**config.mk**
```make
export PLATFORM = sky130hd
export DESIGN_NAME = reg_dump_flat
export DESIGN_NICKNAME = d
export VERILOG_FILES = /design/src/rtl/reg_dump_if.sv /design/src/rtl/reg_dump.sv /design/src/flat_wrapper.sv
export SDC_FILE = /design/constraint.sdc
export NUM_CORES = 1
export LEC_CHECK = 0
export ABC_AREA = 1
export CORE_MARGIN = 1
export CORE_UTILIZATION = 42
export DETAILED_ROUTE_END_ITERATION = 10
export GPL_TIMING_DRIVEN = 0
export PLACE_DENSITY_LB_ADDON = 0.1
export SLEW_MARGIN = 20
export SYNTH_ARGS = -nofsm -noshare
export SYNTH_HDL_FRONTEND = slang
export SYNTH_SLANG_ARGS = --single-unit
```
**constraint.sdc**
```tcl
create_clock -name clk_i -period 1.8 [get_ports clk_i]
set_input_delay 0.27 -clock clk_i [delete_from_list [all_inputs] [get_ports clk_i]]
set_output_delay 0.27 -clock clk_i [all_outputs]
set_load 0.1 [all_outputs]
```
**src/rtl/reg_dump_if.sv**
```systemverilog
`default_nettype none
// ============================================================================
// reg_dump_if : control, register-file read port and word stream of reg_dump
// Revision 1.0
// ============================================================================
interface reg_dump_if;
  logic        start;
  logic        abort;
  logic [4:0]  rd_addr;
  logic [31:0] rd_data;
  logic        dump_valid;
  logic        dump_ready;
  logic [4:0]  dump_index;
  logic [31:0] dump_data;
  logic        busy;
  logic        done;

  modport master (
    input  start, abort, rd_data, dump_ready,
    output rd_addr, dump_valid, dump_index, dump_data, busy, done
  );

  modport slave (
    output start, abort, rd_data, dump_ready,
    input  rd_addr, dump_valid, dump_index, dump_data, busy, done
  );
endinterface
`default_nettype wire

```
**src/rtl/reg_dump.sv**
```systemverilog
`default_nettype none
// ============================================================================
// reg_dump : streams register-file words FIRST_REG..LAST_REG out over a
//            valid/ready channel, one read per word.
// Revision 1.0
// ============================================================================
module reg_dump #(
  parameter int FIRST_REG = 0,
  parameter int LAST_REG  = 31
) (
  input  wire logic    clk_i,
  input  wire logic    rst_i,
  reg_dump_if.master   bus
);

  generate
    if (FIRST_REG < 0 || FIRST_REG > LAST_REG || LAST_REG > 31) begin : g_bad_range
      $fatal(1, "reg_dump: register range must satisfy 0 <= FIRST_REG <= LAST_REG <= 31");
    end
  endgenerate

  localparam logic [1:0] S_IDLE = 2'd0;
  localparam logic [1:0] S_ADDR = 2'd1;
  localparam logic [1:0] S_SEND = 2'd2;
  localparam logic [1:0] S_DONE = 2'd3;

  localparam logic [4:0] C_FIRST = 5'(FIRST_REG);
  localparam logic [4:0] C_LAST  = 5'(LAST_REG);

  logic [1:0]  state_q, state_d;
  logic [4:0]  index_q, index_d;
  logic [4:0]  dump_index_q, dump_index_d;
  logic [31:0] dump_data_q, dump_data_d;
  logic        xfer;

  assign xfer = (state_q == S_SEND) && bus.dump_ready;

  always_ff @(posedge clk_i or posedge rst_i) begin
    if (rst_i) begin
      state_q <= S_IDLE;
    end else begin
      state_q <= state_d;
    end
  end

  // Abort wins over every transition except in IDLE, where start wins.
  always_comb begin
    state_d = state_q;
    case (state_q)
      S_IDLE: if (bus.start) state_d = S_ADDR;
      S_ADDR: state_d = bus.abort ? S_IDLE : S_SEND;
      S_SEND: begin
        if (bus.abort) begin
          state_d = S_IDLE;
        end else if (xfer) begin
          state_d = (index_q == C_LAST) ? S_DONE : S_ADDR;
        end
      end
      S_DONE: state_d = S_IDLE;
      default: state_d = S_IDLE;
    endcase
  end

  always_comb begin
    index_d      = index_q;
    dump_index_d = dump_index_q;
    dump_data_d  = dump_data_q;
    if (state_q == S_IDLE && bus.start) begin
      index_d = C_FIRST;
    end
    if (state_q == S_ADDR && !bus.abort) begin
      dump_data_d  = bus.rd_data;
      dump_index_d = index_q;
    end
    // Stopping at LAST_REG keeps the index from wrapping past 31.
    if (xfer && !bus.abort && index_q != C_LAST) begin
      index_d = index_q + 5'd1;
    end
  end

  always_ff @(posedge clk_i or posedge rst_i) begin
    if (rst_i) begin
      index_q      <= 5'd0;
      dump_index_q <= 5'd0;
      dump_data_q  <= 32'd0;
    end else begin
      index_q      <= index_d;
      dump_index_q <= dump_index_d;
      dump_data_q  <= dump_data_d;
    end
  end

  always_comb begin
    bus.rd_addr    = (state_q == S_ADDR) ? index_q : 5'd0;
    bus.dump_valid = (state_q == S_SEND);
    bus.busy       = (state_q != S_IDLE);
    bus.done       = (state_q == S_DONE);
    bus.dump_index = dump_index_q;
    bus.dump_data  = dump_data_q;
  end

endmodule
`default_nettype wire

```
**src/flat_wrapper.sv**
```systemverilog
// flat-port wrapper written by rule: the top's interface ports become plain ports
module reg_dump_flat 
#(
  parameter int FIRST_REG = 0,
  parameter int LAST_REG  = 31
)
  (clk_i, rst_i, bus_start, bus_abort, bus_rd_data, bus_dump_ready, bus_rd_addr, bus_dump_valid, bus_dump_index, bus_dump_data, bus_busy, bus_done);
  reg_dump_if bus_i ();
  input  wire logic clk_i;
  input  wire logic rst_i;
  input wire logic [$bits(bus_i.start)-1:0] bus_start;
  input wire logic [$bits(bus_i.abort)-1:0] bus_abort;
  input wire logic [$bits(bus_i.rd_data)-1:0] bus_rd_data;
  input wire logic [$bits(bus_i.dump_ready)-1:0] bus_dump_ready;
  output wire logic [$bits(bus_i.rd_addr)-1:0] bus_rd_addr;
  output wire logic [$bits(bus_i.dump_valid)-1:0] bus_dump_valid;
  output wire logic [$bits(bus_i.dump_index)-1:0] bus_dump_index;
  output wire logic [$bits(bus_i.dump_data)-1:0] bus_dump_data;
  output wire logic [$bits(bus_i.busy)-1:0] bus_busy;
  output wire logic [$bits(bus_i.done)-1:0] bus_done;
  assign bus_i.start = bus_start;
  assign bus_i.abort = bus_abort;
  assign bus_i.rd_data = bus_rd_data;
  assign bus_i.dump_ready = bus_dump_ready;
  assign bus_rd_addr = bus_i.rd_addr;
  assign bus_dump_valid = bus_i.dump_valid;
  assign bus_dump_index = bus_i.dump_index;
  assign bus_dump_data = bus_i.dump_data;
  assign bus_busy = bus_i.busy;
  assign bus_done = bus_i.done;
  reg_dump #(.FIRST_REG(FIRST_REG), .LAST_REG(LAST_REG)) u_core (.clk_i(clk_i), .rst_i(rst_i), .bus(bus_i));
endmodule
```
# --- Yosys cells after proc, flatten, opt, wreduce, memory -nomap -nowiden ---
# Index checks and enable logic that the tools add are counted.
totals:
  register_bits: 44
  input_bits: 37
  out_inout_bits: 45
  word_cells: 31
op_classes:
  add_sub_neg: 1
  eq_ne: 7
  mux: 9
  reduce_logical: 10
op_table:
  columns: ["op", "n"]
  rows:
  - ["2-to-1 mux 5 bit", 3]
  - ["2-to-1 mux 2 bit", 5]
  - ["one-hot mux 2 bit (4 select lines)", 1]
  - ["adder 5 x 1 -> 5 bit (second input constant)", 1]
  - ["equality test 5 bit (second input constant)", 1]
  - ["logical AND 1 bit", 5]
  - ["inequality test 5 bit (second input constant)", 1]
  - ["equality test 2 bit (second input constant)", 2]
  - ["nonzero test 2 bit", 2]
  - ["inequality test 3 x 2 -> 1 bit (second input constant)", 1]
  - ["equality test 2 x 1 -> 1 bit (second input constant)", 1]
  - ["logical NOT 2 bit", 1]
  - ["inequality test 2 bit (second input constant)", 1]
  - ["AND reduction 2 bit", 1]
  - ["logical NOT 1 bit", 1]

# --- Logic depth before layout (Yosys ltp) ---
# Gate-level depths: netlist (run 1).
logic_depth:
  depth_word: 5
  depth_mapped: 9
  mapped_depth_nobuf: 9

# --- Worst setup path after synthesis (run 1) ---
# Ideal clock, no wire load.
synth_path:
  path_type: "register to register"
  from: "reg u_core.state_q[0]"
  to: "reg u_core.index_q[0]"
  setup_time_ps: 122
  t_arrival_ps: 2344
  slack_ps: -666
  stages_incl_launch_ff: 5
  period_less_slack_ps: 2466
  path_cell_list: "dfrtp_1 nor2_1 nand3_1 nand3_1 nand2_1"
synth_between:
  elab_chain_cells: 5
synth_lines:
  columns: ["element", "line", "rtl"]
  rows:
  - ["start, declared", "reg_dump.sv:30", "logic [1:0] state_q, state_d;"]
  - ["start signal, assigned", "reg_dump.sv:42", "state_q <= state_d;"]
  - ["equality test 2 bit *", null, null]
  - ["net bus_dump_valid", "flat_wrapper.sv:16", "output wire logic [$bits(bus_i.dump_valid)-1:0] bus_dump_valid;"]
  - ["logical AND 1 bit *", "reg_dump.sv:36", "assign xfer = (state_q == S_SEND) && bus.dump_ready;"]
  - ["logical AND 1 bit * (2 in series)", "reg_dump.sv:76", "if (xfer && !bus.abort && index_q != C_LAST) begin"]
  - ["2-to-1 mux 5 bit or nonzero test 2 bit (tied branches)", null, null]
  - ["end signal, assigned", "reg_dump.sv:87", "index_q <= index_d;"]
  - ["end, declared", "reg_dump.sv:31", "logic [4:0] index_q, index_d;"]
# The timed path passes the listed nets; every way through them passes the cells marked *.
# A chain may end at the register's enable or synchronous reset.

# --- Worst setup path after layout (run 1) ---
layout_path:
  from: "reg u_core.dump_data_q[9], in the netlist u_core.bus.dump_data[9]"
  to: "out bus_dump_data[9]"
layout_lines:
  columns: ["element", "line", "rtl"]
  rows:
  - ["start, declared", "reg_dump.sv:33", "logic [31:0] dump_data_q, dump_data_d;"]
  - ["start signal, assigned", "reg_dump.sv:89", "dump_data_q <= dump_data_d;"]
  - ["end, declared", "flat_wrapper.sv:18", "output wire logic [$bits(bus_i.dump_data)-1:0] bus_dump_data;"]
# No word-level cell between the ends.

==> impl_metrics.env, run 1 <==
export IMPL_yosys_warnings=0
export IMPL_wl_met1_mm=1.870
export IMPL_hold_slack_ns=0.3348
export IMPL_clk_pin_slew_ns=0.07
export IMPL_wl_met2_mm=1.966
export IMPL_grt_ovfl_total=0
export IMPL_dp_hpwl_mm=3.045
export IMPL_slowest_stage="dlygate4sd2_1"
export IMPL_htree_levels=2
export IMPL_multiInputGateArea_sq_um=671.9
export IMPL_fp_row_count=24
export IMPL_timing_final_crit_share_pct=98.12
export IMPL_cts_sinks=44
export IMPL_crit_chain="dlygate4sd2_1"
export IMPL_cp_depth=1
export IMPL_grt_max_degree=24
export IMPL_timing_rr_end="u_core.index_q[2]"
export IMPL_syn_avg_cell_area_sq_um=8.764
export IMPL_synthDistinctLibCells=20
export IMPL_tritoncts="yes"
export IMPL_worstMarginPinSlew_ns=0.9741
export IMPL_layout_drive_gt1_share_pct=13.31
export IMPL_drt_wl_total_mm=4.111
export IMPL_hold_path_class="in2async"
export IMPL_grt_setup_unrepaired="false"
export IMPL_ioPinCount=82
export IMPL_top_layer="met4"
export IMPL_start_util_pct=43.88
export IMPL_end_kind="primary output"
export IMPL_max_freq_mhz=566.2
export IMPL_clock_latency_ns=0.29
export IMPL_cts_buffers=5
export IMPL_io_buffers=81
export IMPL_ys_ff_latch=44
export IMPL_antenna_cells=0
export IMPL_path_class="reg2out"
export IMPL_via_count=1657
export IMPL_syn_nets=257
export IMPL_wl_per_cell_um=11.42
export IMPL_globalplace_congestion=0.7348
export IMPL_crit_arrival_ns=1.50
export IMPL_maxSlewViolCount=0
export IMPL_setup_viol=0
export IMPL_fill_cells=374
export IMPL_regArea_sq_mm=0.001101
export IMPL_fp_dieH_um=69.45
export IMPL_firstDrtPassIters=4
export IMPL_met3WireLength_um=221
export IMPL_ys_seq_area_share_pct=57.63
export IMPL_fp_dieW_um=69.45
export IMPL_path_max_fanout=2
export IMPL_drcViolationCount=0
export IMPL_nets=346
export IMPL_critPathTopFamily="buffers and inverters"
export IMPL_viasPerCell=4.603
export IMPL_finalHoldViolCount=0
export IMPL_reg2reg_from="u_core.index_q[0]"
export IMPL_netlist_area_leader_share_pct=57.63
export IMPL_drtIter0Drc=89
export IMPL_synth_top_area_cell="dfrtp_1"
export IMPL_max_stage_delay_ns=0.86
export IMPL_antenna_found_initial=0
export IMPL_postPlaceCellArea_sq_mm=0.002816
export IMPL_worstPathRequired_ns=1.53
export IMPL_fin_util_pct=64.86
export IMPL_netlist_instances=218
export IMPL_drtAntennaViolNets=0
export IMPL_cts_root_buf="clkbuf_8"
export IMPL_die_area_sq_mm=0.004823
export IMPL_relSlewSlack_pct=35.31
export IMPL_max_cap_violations=0
export IMPL_grt_pass1_wl_mm=7.217
export IMPL_ctsHoldBuffers=0
export IMPL_grt_usage_pct=18.82
export IMPL_worst_path_buf_inv=1
export IMPL_cts_path_max_buffers=2
export IMPL_design_area_sq_mm=0.002824
export IMPL_grt_pass1_vias=1643
export IMPL_core_area_sq_mm=0.004354
export IMPL_period_minus_slack_ns=1.766
export IMPL_outcome="finished, final reports clean"
export IMPL_tns_ns=0
export IMPL_r2r_slack_ns=0.21
export IMPL_synth_area_sq_mm=0.001911
export IMPL_synth_area_leaders="dfrtp_1 58%, nand2_1 23%, buf_6 2.9%"
export IMPL_worst_r2r_cell_count=8
export IMPL_worstSetupStartpointType="register"
export IMPL_clock_skew_ns=0.004252
export IMPL_synthToLayoutAreaGrowth_pct=47.81
## final cells by class
cell class	count	share of cell area, %
Buffer	7	2.791
Clock buffer	8	3.190
Inverter	15	2.171
Multi-Input combinational cell	152	23.79
Sequential cell	44	38.99
Tap cell	52	2.304
Timing Repair Buffer	82	26.76
## cells in the final DEF (no fill, tap or decap), types with 3 or more instances in the layout
cell and count:
o21ai_2 5, clkbuf_2 5, clkbuf_4 3, buf_2 5, dlygate4sd2_1 20, nand2_1 119
inv_1 12, clkdlybuf4s15_1 12, nor2_1 8, nand3_1 8, clkdlybuf4s50_1 36, clkbuf_8 6
dfrtp_1 44, buf_6 5
## state kept, by name, summed over array words and instances (netlist names)
name	count
u_core.bus.dump_data	32
u_core.bus.dump_index	5
u_core.state_q	2
u_core.index_q	5
## cells by family (layout without fill, tap and decap cells)
family / Yosys count / count (layout) / synth area share [%]
xor+xnor: 1 / 1 / 0.4585
simple gates: 142 / 142 / 30.45
fa+ha+maj: 2 / 2 / 1.310
buf+inv: 22 / 112 / 7.334
flops: 44 / 44 / 57.63
compound gates: 7 / 7 / 2.815
## metal layers
| layer | vias to the layer above | global-route usage (%) |
|---|---|---|
| li1 | 841 | - |
| met1 | 760 | 25.07 |
| met2 | 51 | 30.64 |
| met3 | 5 | 4.070 |
| met4 | 0 | 6.122 |
| met5 | - | 0 |
## synth_stat cells, drive strengths merged
master / instances
inv: 15
dfrtp: 44
nand3: 8
a21oi: 1
nor2: 11
ha: 2
buf: 7
nand4: 1
o21ai: 6
xor2: 1
nand2: 122
## worst max path at each step
stage,from,end
after floorplan,u_core.state_q[1],bus_rd_addr[0]
after global placement,rst_i,u_core.index_q[3]
after detailed placement,u_core.state_q[1],bus_rd_addr[4]
after CTS,u_core.bus.dump_data[28],bus_dump_data[28]
after global routing,u_core.bus.dump_data[14],bus_dump_data[14]
final,u_core.bus.dump_data[9],bus_dump_data[9]
## metrics by stage
stage               setup WS, ns  instances
finish                   0.03376        360
global route           0.0002125        360
CTS                     0.003647        360
detailed placement       -0.3352        352
global placement         -0.4172        351
floorplan                -0.2970        218
## repair_timing
| action | 4_1_cts | 5_1_grt |
|---|---|---|
| buffers inserted | 0 | 0 |
| endpoints found under the setup margin | 45 | 23 |
| resized for setup | 72 | 30 |
Power of run 1 is left out: the tool's default activity adds up to more than one toggle a clock period on the data nets, which glitch-free logic cannot reach.
==> run 2, diff against run 1 <==
- CORE_UTILIZATION: 42 -> 38
- clock period: 1.8 -> 1.6 ns (I/O delays scaled with it)
==> run 2 against run 1 <==
Against the previous run: routed wire length down 1.7%; cell count is 4.7% higher; sequential cell count unchanged; core utilization down 2.1 points; non-clock buffer count is 2 higher; via count fell by 0.97%; first-iteration DRC count decreased by 24%; die area up 10%; global-route usage decreased by 2.4 points; critical path depth rose by 3.
==> impl_metrics.env, run 2 (synthesis results as in run 1) <==
export IMPL_clk_pin_slew_ns=0.08
export IMPL_max_cap_violations=0
export IMPL_die_area_sq_mm=0.005315
export IMPL_cts_path_max_buffers=2
export IMPL_finalHoldViolCount=0
export IMPL_worstPathRequired_ns=1.36
export IMPL_crit_arrival_ns=1.31
export IMPL_crit_chain="inv_2 > nand2_4 > nor2_1 > buf_6"
export IMPL_globalplace_congestion=0.7525
export IMPL_mostFrequentLayoutCell="nand2_1"
export IMPL_tns_ns=0
export IMPL_drt_wl_total_mm=4.040
export IMPL_period_minus_slack_ns=1.548
export IMPL_drtIter0Drc=68
export IMPL_grt_ovfl_total=0
export IMPL_grt_pass1_vias=1500
export IMPL_grt_pass1_wl_mm=6.686
export IMPL_grt_setup_unrepaired="true"
export IMPL_grt_max_degree=24
export IMPL_synthToLayoutAreaGrowth_pct=57.17
export IMPL_htree_levels=2
export IMPL_antenna_cells=0
export IMPL_fp_row_count=25
export IMPL_end_kind="primary output"
export IMPL_worstMarginPinSlew_ns=0.5576
export IMPL_io_buffers=81
export IMPL_regArea_sq_mm=0.001101
export IMPL_path_max_fanout=6
export IMPL_clock_latency_ns=0.29
export IMPL_reg2reg_from="u_core.index_q[1]"
export IMPL_max_freq_mhz=645.9
export IMPL_wl_per_cell_um=10.72
export IMPL_antenna_found_initial=0
export IMPL_layout_drive_gt1_share_pct=26.13
export IMPL_ioPinCount=82
export IMPL_multiInputGateArea_sq_um=689.4
export IMPL_fill_cells=438
export IMPL_via_count=1641
export IMPL_fp_dieH_um=72.91
export IMPL_hold_path_class="in2async"
export IMPL_critPathTopFamily="flip-flops"
export IMPL_core_area_sq_mm=0.004786
export IMPL_viasPerCell=4.353
export IMPL_start_util_pct=39.92
export IMPL_dp_hpwl_mm=2.916
export IMPL_firstDrtPassIters=4
export IMPL_ctsHoldBuffers=0
export IMPL_cts_sinks=44
export IMPL_setup_viol=0
export IMPL_relSlewSlack_pct=63.00
export IMPL_clock_skew_ns=0.002775
export IMPL_worst_path_buf_inv=2
export IMPL_tritoncts="yes"
export IMPL_drcViolationCount=0
export IMPL_drtAntennaViolNets=0
export IMPL_grt_usage_pct=16.43
export IMPL_r2r_slack_ns=0.13
export IMPL_path_class="reg2out"
export IMPL_cts_root_buf="clkbuf_8"
export IMPL_cts_buffers=5
export IMPL_nets=348
export IMPL_max_stage_delay_ns=0.41
export IMPL_final_cell_mix="119 x nand2_1, 44 x dfrtp_1, 37 x clkdlybuf4s15_2"
export IMPL_fp_dieW_um=72.91
export IMPL_maxSlewViolCount=0
export IMPL_outcome="finished, final reports clean"
export IMPL_timing_final_crit_share_pct=96.77
export IMPL_largest_reg_flops=32
export IMPL_slowest_stage="dfrtp_1"
export IMPL_worst_r2r_cell_count=8
export IMPL_worstSetupStartpointType="register"
export IMPL_timing_rr_end="u_core.index_q[4]"
run 2: cell count changes in the layout (fill, tap and decap cells not counted), sizes merged:
cell / before / now
clkdlybuf4s15: 12 / 37
dlygate4sd2: 20 / 0
buf: 13 / 16
clkbuf: 16 / 10
run 2: metal layers:
layer  part of all wire [%]  track usage (%)  vias up
li1                       -                -      840
met1                     46            21.43      741
met2                     46            25.44       53
met3                    6.1            4.144        7
met4                    1.7            8.279        0
met5                      0                0        -
run 2: area by class of cell:
type / instances / area share [%]
well taps: 67 / 2.792
multi-input cells: 152 / 22.96
repair buffers: 84 / 29.92
plain buffers: 7 / 2.625
clock buffers: 8 / 3.000
flip-flops and latches: 44 / 36.67
inverters: 15 / 2.042
run 2: timing repair:
action,CTS,global route
pin swaps,0,1
gates cloned,0,0
setup buffers,0,2
setup endpoints to repair,45,12
resized for setup,158,12
run 2: metrics by stage:
stage | std cells | util, % | worst slack, ns | cell area (sq um) | hold WS (ns)
2_1_floorplan | 218 | - | -0.4670 | 1913 | 0.3566
3_3_place_gp | 366 | 58.67 | -0.6090 | 2808 | 0.4520
3_5_place_dp | 367 | 59.24 | -0.5115 | 2835 | 0.4579
4_1_cts | 375 | 61.65 | 0.007031 | 2950 | 0.3096
5_1_grt | 377 | 62.75 | -0.02749 | 3003 | 0.3368
6_report | 377 | 62.75 | 0.05168 | 3003 | 0.2963
run 2: worst max-delay path by stage:
stage,from,endpoint,slack (ns),cells after the start
finish,u_core.state_q[1],bus_rd_addr[1],0.05,4
detailed placement,u_core.state_q[1],bus_rd_addr[4],-0.51,4
floorplan,u_core.state_q[1],bus_rd_addr[0],-0.47,3
global route,u_core.state_q[1],bus_rd_addr[1],-0.03,4
global placement,rst_i,u_core.index_q[0],-0.61,2
CTS,u_core.state_q[1],bus_rd_addr[3],0.007,4
Power of run 2 is left out for the same reason.
